==> config.mk <==
export PLATFORM = sky130hd
export DESIGN_NAME = if_fetch_ctrl
export DESIGN_NICKNAME = d
export VERILOG_FILES = /design/src/rtl/if_fetch_ctrl.sv
export SDC_FILE = /design/constraint.sdc
export NUM_CORES = 1
export LEC_CHECK = 0
export ABC_AREA = 1
export CAP_MARGIN = 20
export CORE_UTILIZATION = 50
export CTS_BUF_LIST = sky130_fd_sc_hd__clkbuf_8
export CTS_CLUSTER_SIZE = 8
export DETAILED_ROUTE_END_ITERATION = 10
export PLACE_DENSITY_LB_ADDON = 0.15
export SLEW_MARGIN = 20
export SYNTH_ARGS = -nofsm -noshare
export SYNTH_HDL_FRONTEND = slang
export SYNTH_SLANG_ARGS = --single-unit
==> constraint.sdc <==
create_clock -name clk -period 1.8 [get_ports clk]
set_input_delay 0.18 -clock clk [delete_from_list [all_inputs] [get_ports clk]]
set_output_delay 0.18 -clock clk [all_outputs]
set_load 0.03 [all_outputs]
==> src/rtl/if_fetch_ctrl.sv <==
// ---------------------------------------------------------------------------
// if_fetch_ctrl
//   Instruction-fetch sequencer. It owns the PC, drives the combinational
//   instruction memory (4 KB, word-indexed by im_addr[11:2]), and captures the
//   returned word into the IF/ID pipeline register. It applies hazard stalls
//   and branch/jump redirects, and runs an IDLE/RUN/HALT run-control FSM.
//
// Ports
//   clk          system clock, rising edge
//   rst          asynchronous, active-low reset
//   start        leave IDLE/HALT and begin fetching
//   halt_req     external request to stop fetching
//   stall        hazard-unit hold of PC and IF/ID
//   redirect     branch/jump taken; flush IF/ID and load redirect_pc
//   redirect_pc  redirect target (low two bits are ignored)
//   im_addr      instruction memory address (equals pc, combinational)
//   im_instr     instruction word returned combinationally by memory
//   ifid_instr   IF/ID instruction
//   ifid_pc4     IF/ID PC+4 of that instruction
//   ifid_valid   IF/ID holds a real instruction (0 = bubble)
//   running      state == RUN
//   halted       state == HALT
//   fetch_count  instructions delivered to IF/ID (saturating)
// ---------------------------------------------------------------------------
module if_fetch_ctrl #(
  parameter logic [31:0] RESET_PC   = 32'h0000_3000,
  parameter logic [31:0] HALT_INSTR = 32'h0000_000C,
  parameter int          CNT_W      = 32
) (
  input  logic             clk,
  input  logic             rst,
  input  logic             start,
  input  logic             halt_req,
  input  logic             stall,
  input  logic             redirect,
  input  logic [31:0]      redirect_pc,
  output logic [31:0]      im_addr,
  input  logic [31:0]      im_instr,
  output logic [31:0]      ifid_instr,
  output logic [31:0]      ifid_pc4,
  output logic             ifid_valid,
  output logic             running,
  output logic             halted,
  output logic [CNT_W-1:0] fetch_count
);

  typedef enum logic [1:0] {
    ST_IDLE = 2'd0,
    ST_RUN  = 2'd1,
    ST_HALT = 2'd2
  } state_t;

  state_t           state_reg, state_next;
  logic [31:0]      pc_reg, pc_next;
  logic [31:0]      ifid_instr_reg, ifid_instr_next;
  logic [31:0]      ifid_pc4_reg, ifid_pc4_next;
  logic             ifid_valid_reg, ifid_valid_next;
  logic [CNT_W-1:0] fetch_count_reg, fetch_count_next;

  logic [31:0]      pc_plus4;
  logic [31:0]      redirect_target;

  // 32-bit modulo add: 0xFFFF_FFFC wraps to 0.
  assign pc_plus4        = pc_reg + 32'd4;
  assign redirect_target = {redirect_pc[31:2], 2'b00};

  always_ff @(posedge clk or negedge rst) begin
    if (!rst) begin
      state_reg       <= ST_IDLE;
      pc_reg          <= RESET_PC;
      ifid_instr_reg  <= '0;
      ifid_pc4_reg    <= '0;
      ifid_valid_reg  <= 1'b0;
      fetch_count_reg <= '0;
    end else begin
      state_reg       <= state_next;
      pc_reg          <= pc_next;
      ifid_instr_reg  <= ifid_instr_next;
      ifid_pc4_reg    <= ifid_pc4_next;
      ifid_valid_reg  <= ifid_valid_next;
      fetch_count_reg <= fetch_count_next;
    end
  end

  always_comb begin
    state_next       = state_reg;
    pc_next          = pc_reg;
    ifid_instr_next  = ifid_instr_reg;
    ifid_pc4_next    = ifid_pc4_reg;
    ifid_valid_next  = ifid_valid_reg;
    fetch_count_next = fetch_count_reg;

    case (state_reg)
      ST_RUN: begin
        if (redirect) begin
          // A flush beats a stall. A simultaneous halt request still halts,
          // but a HALT_INSTR fetched this cycle is on the wrong path and is
          // simply dropped.
          pc_next         = redirect_target;
          ifid_valid_next = 1'b0;
          if (halt_req) begin
            state_next = ST_HALT;
          end
        end else if (stall) begin
          // Hold everything; a HALT_INSTR under stall is re-examined later.
        end else if (halt_req || (im_instr == HALT_INSTR)) begin
          // pc stays put so a later start resumes at the same address.
          state_next      = ST_HALT;
          ifid_valid_next = 1'b0;
        end else begin
          ifid_instr_next = im_instr;
          ifid_pc4_next   = pc_plus4;
          ifid_valid_next = 1'b1;
          pc_next         = pc_plus4;
          if (fetch_count_reg != '1) begin
            fetch_count_next = fetch_count_reg + {{(CNT_W-1){1'b0}}, 1'b1};
          end
        end
      end
      default: begin
        // IDLE and HALT: no fetch, stall ignored, redirect still steers pc
        // so the first fetch after start comes from the new target.
        ifid_valid_next = 1'b0;
        if (redirect) begin
          pc_next = redirect_target;
        end
        if (start) begin
          state_next = ST_RUN;
        end
      end
    endcase
  end

  assign im_addr     = pc_reg;
  assign ifid_instr  = ifid_instr_reg;
  assign ifid_pc4    = ifid_pc4_reg;
  assign ifid_valid  = ifid_valid_reg;
  assign fetch_count = fetch_count_reg;
  assign running     = (state_reg == ST_RUN);
  assign halted      = (state_reg == ST_HALT);

endmodule

# == Word level (Yosys, flattened, before mapping) ==
# Cells that the tools add are included.
# word_totals
register_bits,131
out_inout_bits,131
wordCells,42
# classes
n_addsub,2
eq_ne,9
n_mux,15
n_bitwise,3
reduce_logical,7
# op_table
cell,n
$mux 32,5
$add 32x1->32 const B,1
$add 32x3->32 const B,1
$eq 32x4->1 const B,1
$ne 32x32->1 const B,1
$mux 2,6
$reduce_and 4->1,2
$ne 3x3->1 const B,2
$reduce_and 5->1,1
$mux 1,4
$reduce_bool 2->1,2
$ne 3x2->1 const B,1
$not 1->1,3
$reduce_and 3->1,1
$eq 2x1->1 const B,1
$eq 2x2->1 const B,1
$ne 2x1->1 const B,1
$ne 2x2->1 const B,1
$logic_or 1x1->1,1

# == Depth between registers and ports, before layout ==
# Gate-level depths: netlist (run 1).
# depth
depth_word,6
ltp_mapped,12
depth_no_buf,11

# == Worst setup path before layout (run 1) ==
# OpenSTA, ideal clock, no wires.
# synth_path
path_type,reg-to-reg
from,"register fetch_count_reg[0], in the netlist fetch_count[0]"
to,"register fetch_count_reg[2], in the netlist fetch_count[2]"
setup_ns,0.066
arrival_ns,1.783
t_required_ns,1.734
setup_slack_ns,-0.048
stages_incl_launch_ff,11
n_path_buf,1
period_less_slack_ns,1.848
cell_sequence,dfrtp_1 -> ha_1 -> inv_1 -> nor2_4 -> nand2_2 -> nor2_4 -> nand4_4 -> nand4_4 -> buf_6 -> nand2_1 -> nand2_1
# synth_via
elab_chain_len,2
elab_cells_between_ends,3
# synth_lines
item,line_no,text
start: declaration,58,"logic [CNT_W-1:0] fetch_count_reg, fetch_count_next;"
start signal: assignment,81,fetch_count_reg <= fetch_count_next;
branches (longest 2 deep; another with $add 32x1->32),n/a,
# Several ways; the timed one is not identified.
# A chain may end at the register's enable or synchronous reset.

# == Worst setup path in the final report (run 1) ==
# layout_path
from,"register pc_reg[3], in the netlist im_addr[3]"
to,output port im_addr[3]
# layout_rtl
item,line_no,text
start: declaration,54,"logic [31:0] pc_reg, pc_next;"
start signal: assignment,77,pc_reg <= pc_next;
end: declaration,37,"output logic [31:0] im_addr,"
# No word-level cell between the ends.

==> results of run 1 <==
==> metrics by stage <==
stage	setup TNS, ns	cells	total power [mW]
global route	-0.0124	1483	14.3
floorplan	0	1055	8.08
detailed placement	-32.70	1446	11.1
CTS	0	1478	13.5
finish	0	1483	13.5
global placement	-33.03	1446	11.0
==> power groups by stage <==
| stage | clock (mW) | combinational (mW) | sequential (mW) |
|---|---|---|---|
| 5_1_grt | 2.64 | 7.01 | 4.64 |
| 2_1_floorplan | 0 | 1.83 | 6.25 |
| 6_report | 2.48 | 6.50 | 4.52 |
| 3_5_place_dp | 0 | 6.56 | 4.53 |
| 3_3_place_gp | 0 | 6.46 | 4.53 |
| 4_1_cts | 2.52 | 6.48 | 4.51 |
==> cell usage in the layout, fill, tap and decap left out, types with 3 or more instances in the layout <==
| cell | Yosys | routed |
|---|---|---|
| sky130_fd_sc_hd__buf_12 | 0 | 12 |
| sky130_fd_sc_hd__dlymetal6s2s_1 | 0 | 35 |
| sky130_fd_sc_hd__nand3b_1 | 16 | 16 |
| sky130_fd_sc_hd__nand4_1 | 6 | 6 |
| sky130_fd_sc_hd__bufinv_16 | 0 | 3 |
| sky130_fd_sc_hd__dfrtp_1 | 125 | 123 |
| sky130_fd_sc_hd__clkdlybuf4s50_1 | 0 | 135 |
| sky130_fd_sc_hd__xnor2_1 | 7 | 7 |
| sky130_fd_sc_hd__conb_1 | 1 | 4 |
| sky130_fd_sc_hd__nor2_2 | 2 | 10 |
| sky130_fd_sc_hd__dlygate4sd2_1 | 0 | 22 |
| sky130_fd_sc_hd__nand3_2 | 1 | 3 |
| sky130_fd_sc_hd__nand3_1 | 82 | 80 |
| sky130_fd_sc_hd__nand2_1 | 519 | 518 |
| sky130_fd_sc_hd__o21ai_1 | 2 | 4 |
| sky130_fd_sc_hd__buf_4 | 7 | 45 |
| sky130_fd_sc_hd__clkinv_2 | 0 | 4 |
| sky130_fd_sc_hd__xor2_1 | 23 | 22 |
| sky130_fd_sc_hd__inv_1 | 63 | 65 |
| sky130_fd_sc_hd__or2_2 | 17 | 17 |
| sky130_fd_sc_hd__nor2_1 | 106 | 96 |
| sky130_fd_sc_hd__and2_1 | 2 | 3 |
| sky130_fd_sc_hd__o21ai_0 | 21 | 19 |
| sky130_fd_sc_hd__clkbuf_8 | 0 | 17 |
| sky130_fd_sc_hd__nor2_4 | 3 | 5 |
| sky130_fd_sc_hd__nor3_1 | 9 | 9 |
==> layer usage <==
layer	wire length, µm	share of wire, %	vias to the layer above
li1	-	-	3729
met1	9450	43	3524
met2	10600	48	325
met3	1390	6.3	45
met4	462	2.1	0
met5	0	0	-
==> worst paths after layout <==
check	start	end	slack, ns
max in group asynchronous	rst	im_addr[13]	0.92
min in group clk	im_instr[7]	ifid_instr[7]	0.29
max reg2reg	fetch_count[4]	fetch_count[12]	0.05
min	rst	fetch_count[20]	0.24
min reg2reg	ifid_instr[18]	ifid_instr[18]	0.48
max	im_addr[3]	im_addr[3]	0.05
==> cell families after synthesis <==
family / Yosys count / share of synthesized area (%)
fa+ha+maj: 2 / 0.346
xor+xnor: 30 / 3.63
compound gates: 23 / 1.59
simple gates: 769 / 44.3
buf+inv: 100 / 6.14
flops: 127 / 43.9
other cells: 1 / 0.0518
==> layout make-up <==
| type | count | area (µm²) |
|---|---|---|
| Sequential cell | 127 | 3180 |
| Clock inverter | 14 | 154 |
| Inverter | 63 | 236 |
| Timing Repair Buffer | 254 | 2620 |
| Clock buffer | 17 | 234 |
| Fill cell | 1147 | 3650 |
| Tap cell | 180 | 225 |
| Multi-Input combinational cell | 828 | 3680 |
==> what timing repair did <==
| item | 4_1_cts | 5_1_grt |
|---|---|---|
| hold buffers | 1 | 0 |
| cloned | 0 | 1 |
| endpoints found under the hold margin | 28 | 0 |
| gates resized for setup | 24 | 56 |
| pin swaps | 0 | 4 |
| endpoints found under the setup margin | 25 | 75 |
| setup buffers | 0 | 4 |
==> impl_metrics.env, run 1 <==
export IMPL_edff_count_synth=0
export IMPL_critical_path_required_ns=1.62
export IMPL_timing_critical_path_depth=2
export IMPL_synth_most_common_cell="sky130_fd_sc_hd__nand2_1"
export IMPL_wl_um=21900
export IMPL_die_area_mm2=0.0150
export IMPL_start_util_pct=51.7
export IMPL_postRouteAntennaNets=0
export IMPL_cp_num_buf_inv=2
export IMPL_power_frac_comb_pct=48.1
export IMPL_netlist_cell_type_count=29
export IMPL_grt_pass1_wl_um=34700
export IMPL_synth_top_flop_cell="sky130_fd_sc_hd__dfrtp_1"
export IMPL_clkTransAtPathRegs_ns=0.07
export IMPL_min_path_type="input port to asynchronous set/reset pin"
export IMPL_synth_seq_cells=127
export IMPL_synth_area_leader_cell="sky130_fd_sc_hd__dfrtp_1"
export IMPL_finalSetupViolations=0
export IMPL_worst_slack_ns=0.0483
export IMPL_seq_power_share_pct=33.5
export IMPL_largest_net_degree_at_the_start_of_global_routing=50
export IMPL_placement_rows=43
export IMPL_worst_hold_slack_ns=0.236
export IMPL_drcViolationCount=0
export IMPL_cp_arrival_ns=1.57
export IMPL_cpPeakStageDelay_ns=0.66
export IMPL_use_met1_pct=39.0
export IMPL_clockPowerShare_pct=18.4
export IMPL_core_area_mm2=0.0140
export IMPL_critPathCaptureType="output port"
export IMPL_wire_per_inst_um=14.8
export IMPL_top_usage_layer="met2"
export IMPL_cellInternalPower_mw=7.69
export IMPL_first_global_vias=7173
export IMPL_critical_path_class="flip-flop to output port"
export IMPL_synthArstFlopShare_pct=100
export IMPL_synth_yosys_seq_area_share_pct=43.9
export IMPL_tritoncts="done"
export IMPL_most_instantiated_cells_after_synthesis="sky130_fd_sc_hd__nand2_1, sky130_fd_sc_hd__dfrtp_1, sky130_fd_sc_hd__nor2_1, sky130_fd_sc_hd__nand3_1, sky130_fd_sc_hd__inv_1"
export IMPL_grt_overflow_total=0
export IMPL_gp_congestion=0.951
export IMPL_area_contributors_post_synth="sky130_fd_sc_hd__dfrtp_1, sky130_fd_sc_hd__nand2_1, sky130_fd_sc_hd__nand3_1"
export IMPL_critPathMaxFanout=3
export IMPL_yosys_warnings=0
export IMPL_grt_usage_pct=30.0
export IMPL_ir_worst_vdd_uv=1010
export IMPL_cp_cell_sequence="buf_4, clkdlybuf4s50_1"
export IMPL_area_growth_from_synthesis_to_layout_pct=42.9
export IMPL_period_minus_slack_ns=1.75
export IMPL_clockBufferDepth=2
export IMPL_final_setup_skew_ns=0.00867
export IMPL_syn_area_per_cell_um2=6.88
export IMPL_diodes=0
export IMPL_period_share_pct=97.3
export IMPL_finalInstanceArea_mm2=0.0103
export IMPL_p_leak_nw=5.67
export IMPL_slowest_stage="sky130_fd_sc_hd__clkdlybuf4s50_1"
export IMPL_drt_iter0_markers=685
export IMPL_switching_part_of_the_total_pct=43.0
export IMPL_netlist_area_leader_share_pct=43.2
export IMPL_die_w_um=122
export IMPL_cts_htree_levels=4
export IMPL_grt_antenna_before_repair=0
export IMPL_worstSetupStartpointType="flip-flop"
export IMPL_ioPinCount=201
export IMPL_num_vias=7623
export IMPL_synth_cells=1052
export IMPL_clock_fmax_mhz=571
export IMPL_p_switching_mw=5.81
export IMPL_clock_sinks=127
export IMPL_grt_met2_usage_pct=49.3
export IMPL_dpl_hpwl_um=16000
export IMPL_nNetsFinal=1363
export IMPL_detailedRoute_firstPassIterationCount=5
export IMPL_final_util_pct=73.9
export IMPL_routed_via_density=5.14
export IMPL_buffer_ports_inserted=194
export IMPL_detailed_place_area_mm2=0.00978
export IMPL_pins_over_their_slew_limit=0
export IMPL_worst_r2r_path_depth=8
export IMPL_chipHeight_um=122
export IMPL_outcome="complete, no violations"
export IMPL_max_cap_viol_count=0
export IMPL_timing_final_hold_violations=0
export IMPL_cellPowerDensity_mw_per_mm2=1310
export IMPL_placement_setup_worst_slack_ns=-0.358
export IMPL_clock_latency_at_the_later_pin_of_the_worst_skew_pair_ns=0.45
export IMPL_cts_root_buffer_cell="sky130_fd_sc_hd__clkbuf_8"
export IMPL_post_route_cells_drive_above_1_share_pct=10.4
export IMPL_use_met3_pct=6.27
export IMPL_cts_buffers=17
export IMPL_post_synth_instance_area_mm2=0.00724
export IMPL_critical_path_top_delay_family="buffers and inverters"
(Power assumes the default switching activity.)
==> inputs of run 2 (changes only) <==
--- a/config.mk
+++ b/config.mk
@@ -7,8 +7,7 @@
 export LEC_CHECK = 0
 export ABC_AREA = 1
 export CAP_MARGIN = 20
-export CORE_UTILIZATION = 50
-export CTS_BUF_LIST = sky130_fd_sc_hd__clkbuf_8
+export CORE_UTILIZATION = 49
 export CTS_CLUSTER_SIZE = 8
 export DETAILED_ROUTE_END_ITERATION = 10
 export PLACE_DENSITY_LB_ADDON = 0.15
==> impl_metrics.env, run 2 (synthesis gave the netlist of run 1 again) <==
export IMPL_clock_fmax_mhz=563
export IMPL_drcViolationCount=0
export IMPL_clkTransAtPathRegs_ns=0.05
export IMPL_grt_pass1_wl_um=33800
export IMPL_postRouteAntennaNets=0
export IMPL_chipHeight_um=124
export IMPL_wire_per_inst_um=14.5
export IMPL_cts_htree_levels=4
export IMPL_grt_usage_pct=29.2
export IMPL_timing_final_hold_violations=0
export IMPL_period_minus_slack_ns=1.78
export IMPL_cts_buffers=17
export IMPL_power_frac_comb_pct=45.3
export IMPL_most_common_layout_cells="sky130_fd_sc_hd__nand2_1, sky130_fd_sc_hd__clkdlybuf4s50_1, sky130_fd_sc_hd__dfrtp_1"
export IMPL_pins_over_their_slew_limit=0
export IMPL_cp_arrival_ns=1.60
export IMPL_timing_reg2reg_setup_slack_ns=0.11
export IMPL_critical_path_class="flip-flop to output port"
export IMPL_wl_um=21500
export IMPL_area_growth_from_synthesis_to_layout_pct=44.6
export IMPL_slowest_stage="sky130_fd_sc_hd__clkdlybuf4s50_1"
export IMPL_num_vias=7541
export IMPL_total_power_mw=14.6
export IMPL_cpPeakStageDelay_ns=0.73
export IMPL_switching_part_of_the_total_pct=40.2
export IMPL_start_util_pct=50.0
export IMPL_clock_latency_at_the_later_pin_of_the_worst_skew_pair_ns=0.42
export IMPL_finalSetupViolations=0
export IMPL_dpl_cell_count=1446
export IMPL_stdcell_count=1480
export IMPL_cts_root_buffer_cell="sky130_fd_sc_hd__clkbuf_16"
export IMPL_largest_net_degree_at_the_start_of_global_routing=69
export IMPL_ioPinCount=201
export IMPL_diodes=0
export IMPL_seq_power_share_pct=31.0
export IMPL_cellInternalPower_mw=8.71
export IMPL_grt_overflow_total=0
export IMPL_placement_rows=44
export IMPL_post_route_cells_drive_above_1_share_pct=9.95
export IMPL_min_path_type="input port to asynchronous set/reset pin"
export IMPL_cp_num_buf_inv=1
export IMPL_grt_antenna_before_repair=0
export IMPL_die_area_mm2=0.0153
export IMPL_ir_worst_vdd_uv=976
export IMPL_first_global_vias=6972
export IMPL_critPathCaptureType="output port"
export IMPL_clock_sinks=127
export IMPL_worstSetupStartpointType="flip-flop"
export IMPL_clockBufferDepth=2
export IMPL_gp_congestion=0.949
export IMPL_nNetsFinal=1358
export IMPL_final_util_pct=72.3
export IMPL_critPathMaxFanout=7
export IMPL_die_w_um=124
export IMPL_critical_path_top_delay_family="buffers and inverters"
export IMPL_outcome="complete, no violations"
export IMPL_p_switching_mw=5.86
export IMPL_drt_iter0_markers=397
export IMPL_tritoncts="done"
export IMPL_max_cap_viol_count=0
export IMPL_cellPowerDensity_mw_per_mm2=1390
export IMPL_core_area_mm2=0.0145
export IMPL_p_leak_nw=5.33
export IMPL_routed_via_density=5.10
export IMPL_buffer_ports_inserted=194
export IMPL_mostFrequentLayoutCell="sky130_fd_sc_hd__nand2_1"
export IMPL_period_share_pct=98.6
export IMPL_final_setup_skew_ns=0.0178
export IMPL_detailedRoute_firstPassIterationCount=6
export IMPL_dpl_hpwl_um=15900
export IMPL_cp_cell_sequence="clkdlybuf4s50_1"
export IMPL_clockPowerShare_pct=23.7
export IMPL_critical_path_required_ns=1.62
==> run 2: changes by cell type in the layout (fill, tap and decap cells not counted), moves of 4 or more <==
| cell | change |
|---|---|
| sky130_fd_sc_hd__buf_4 | -4 |
| sky130_fd_sc_hd__clkbuf_16 | +16 |
| sky130_fd_sc_hd__clkbuf_8 | -14 |
| sky130_fd_sc_hd__clkdlybuf4s50_1 | +38 |
| sky130_fd_sc_hd__dlygate4sd2_1 | -18 |
| sky130_fd_sc_hd__dlymetal6s2s_1 | -20 |
==> run 2: worst paths after layout <==
kind / depth (start not counted) / start / end
max: 1 / im_addr[22] / im_addr[22]
min: 3 / rst / fetch_count[20]
max reg2reg: 10 / fetch_count[0] / fetch_count[6]
min reg2reg: 2 / state_reg[1] / state_reg[1]
max in group asynchronous: 3 / rst / im_addr[13]
min in group clk: 3 / im_instr[21] / ifid_instr[21]
==> run 2: cell type report <==
cell class / instances / area [µm²]
Clock buffer: 23 / 478
Timing Repair Buffer: 248 / 2540
Fill cell: 1183 / 4010
Inverter: 63 / 240
Sequential cell: 127 / 3180
Multi-Input combinational cell: 828 / 3680
Clock inverter: 6 / 109
Tap cell: 184 / 230
Timing Repair inverter: 1 / 5.00
==> run 2: through the flow <==
stage | TNS, ns | area (µm²) | worst slack [ns] | hold slack [ns]
finish | 0 | 10500 | 0.0245 | 0.311
global route | -0.0493 | 10500 | -0.0209 | 0.324
CTS | 0 | 10300 | 0.000863 | 0.313
detailed placement | -18.45 | 9750 | -0.204 | 0.213
global placement | -15.91 | 9750 | -0.181 | 0.218
floorplan | 0 | 7250 | 0.0222 | -0.116
==> run 2: repair_timing <==
action | CTS | global route
hold buffers | 1 | 0
gates resized for setup | 5 | 31
hold endpoints to repair | 125 | 0
endpoints found under the setup margin | 5 | 40
buffers inserted | 0 | 3
pin swaps | 0 | 4
gates cloned | 0 | 1
==> run 2: tightest hold or removal path, cell delays in order <==
cell and delay [ns]:
sky130_fd_sc_hd__dlygate4sd3_1 0.52, sky130_fd_sc_hd__buf_4 0.14, sky130_fd_sc_hd__buf_12 0.28
==> run 2: per-layer routing <==
layer | part of all wire, % | up-vias | routed length [µm] | track usage [%]
met5 | 0 | - | 0 | 0
met4 | 3.6 | 0 | 774 | 15.1
met3 | 6.8 | 57 | 1470 | 6.83
met2 | 47 | 306 | 10100 | 46.6
met1 | 43 | 3458 | 9200 | 37.0
li1 | - | 3720 | - | -
==> run 2: power by group through the flow <==
stage | Clock (mW) | Combinational, mW | Sequential (mW)
CTS | 3.51 | 6.55 | 4.51
global route | 3.64 | 7.09 | 4.65
finish | 3.46 | 6.59 | 4.52
global placement | 0 | 6.47 | 4.52
floorplan | 0 | 1.83 | 6.25
detailed placement | 0 | 6.53 | 4.54
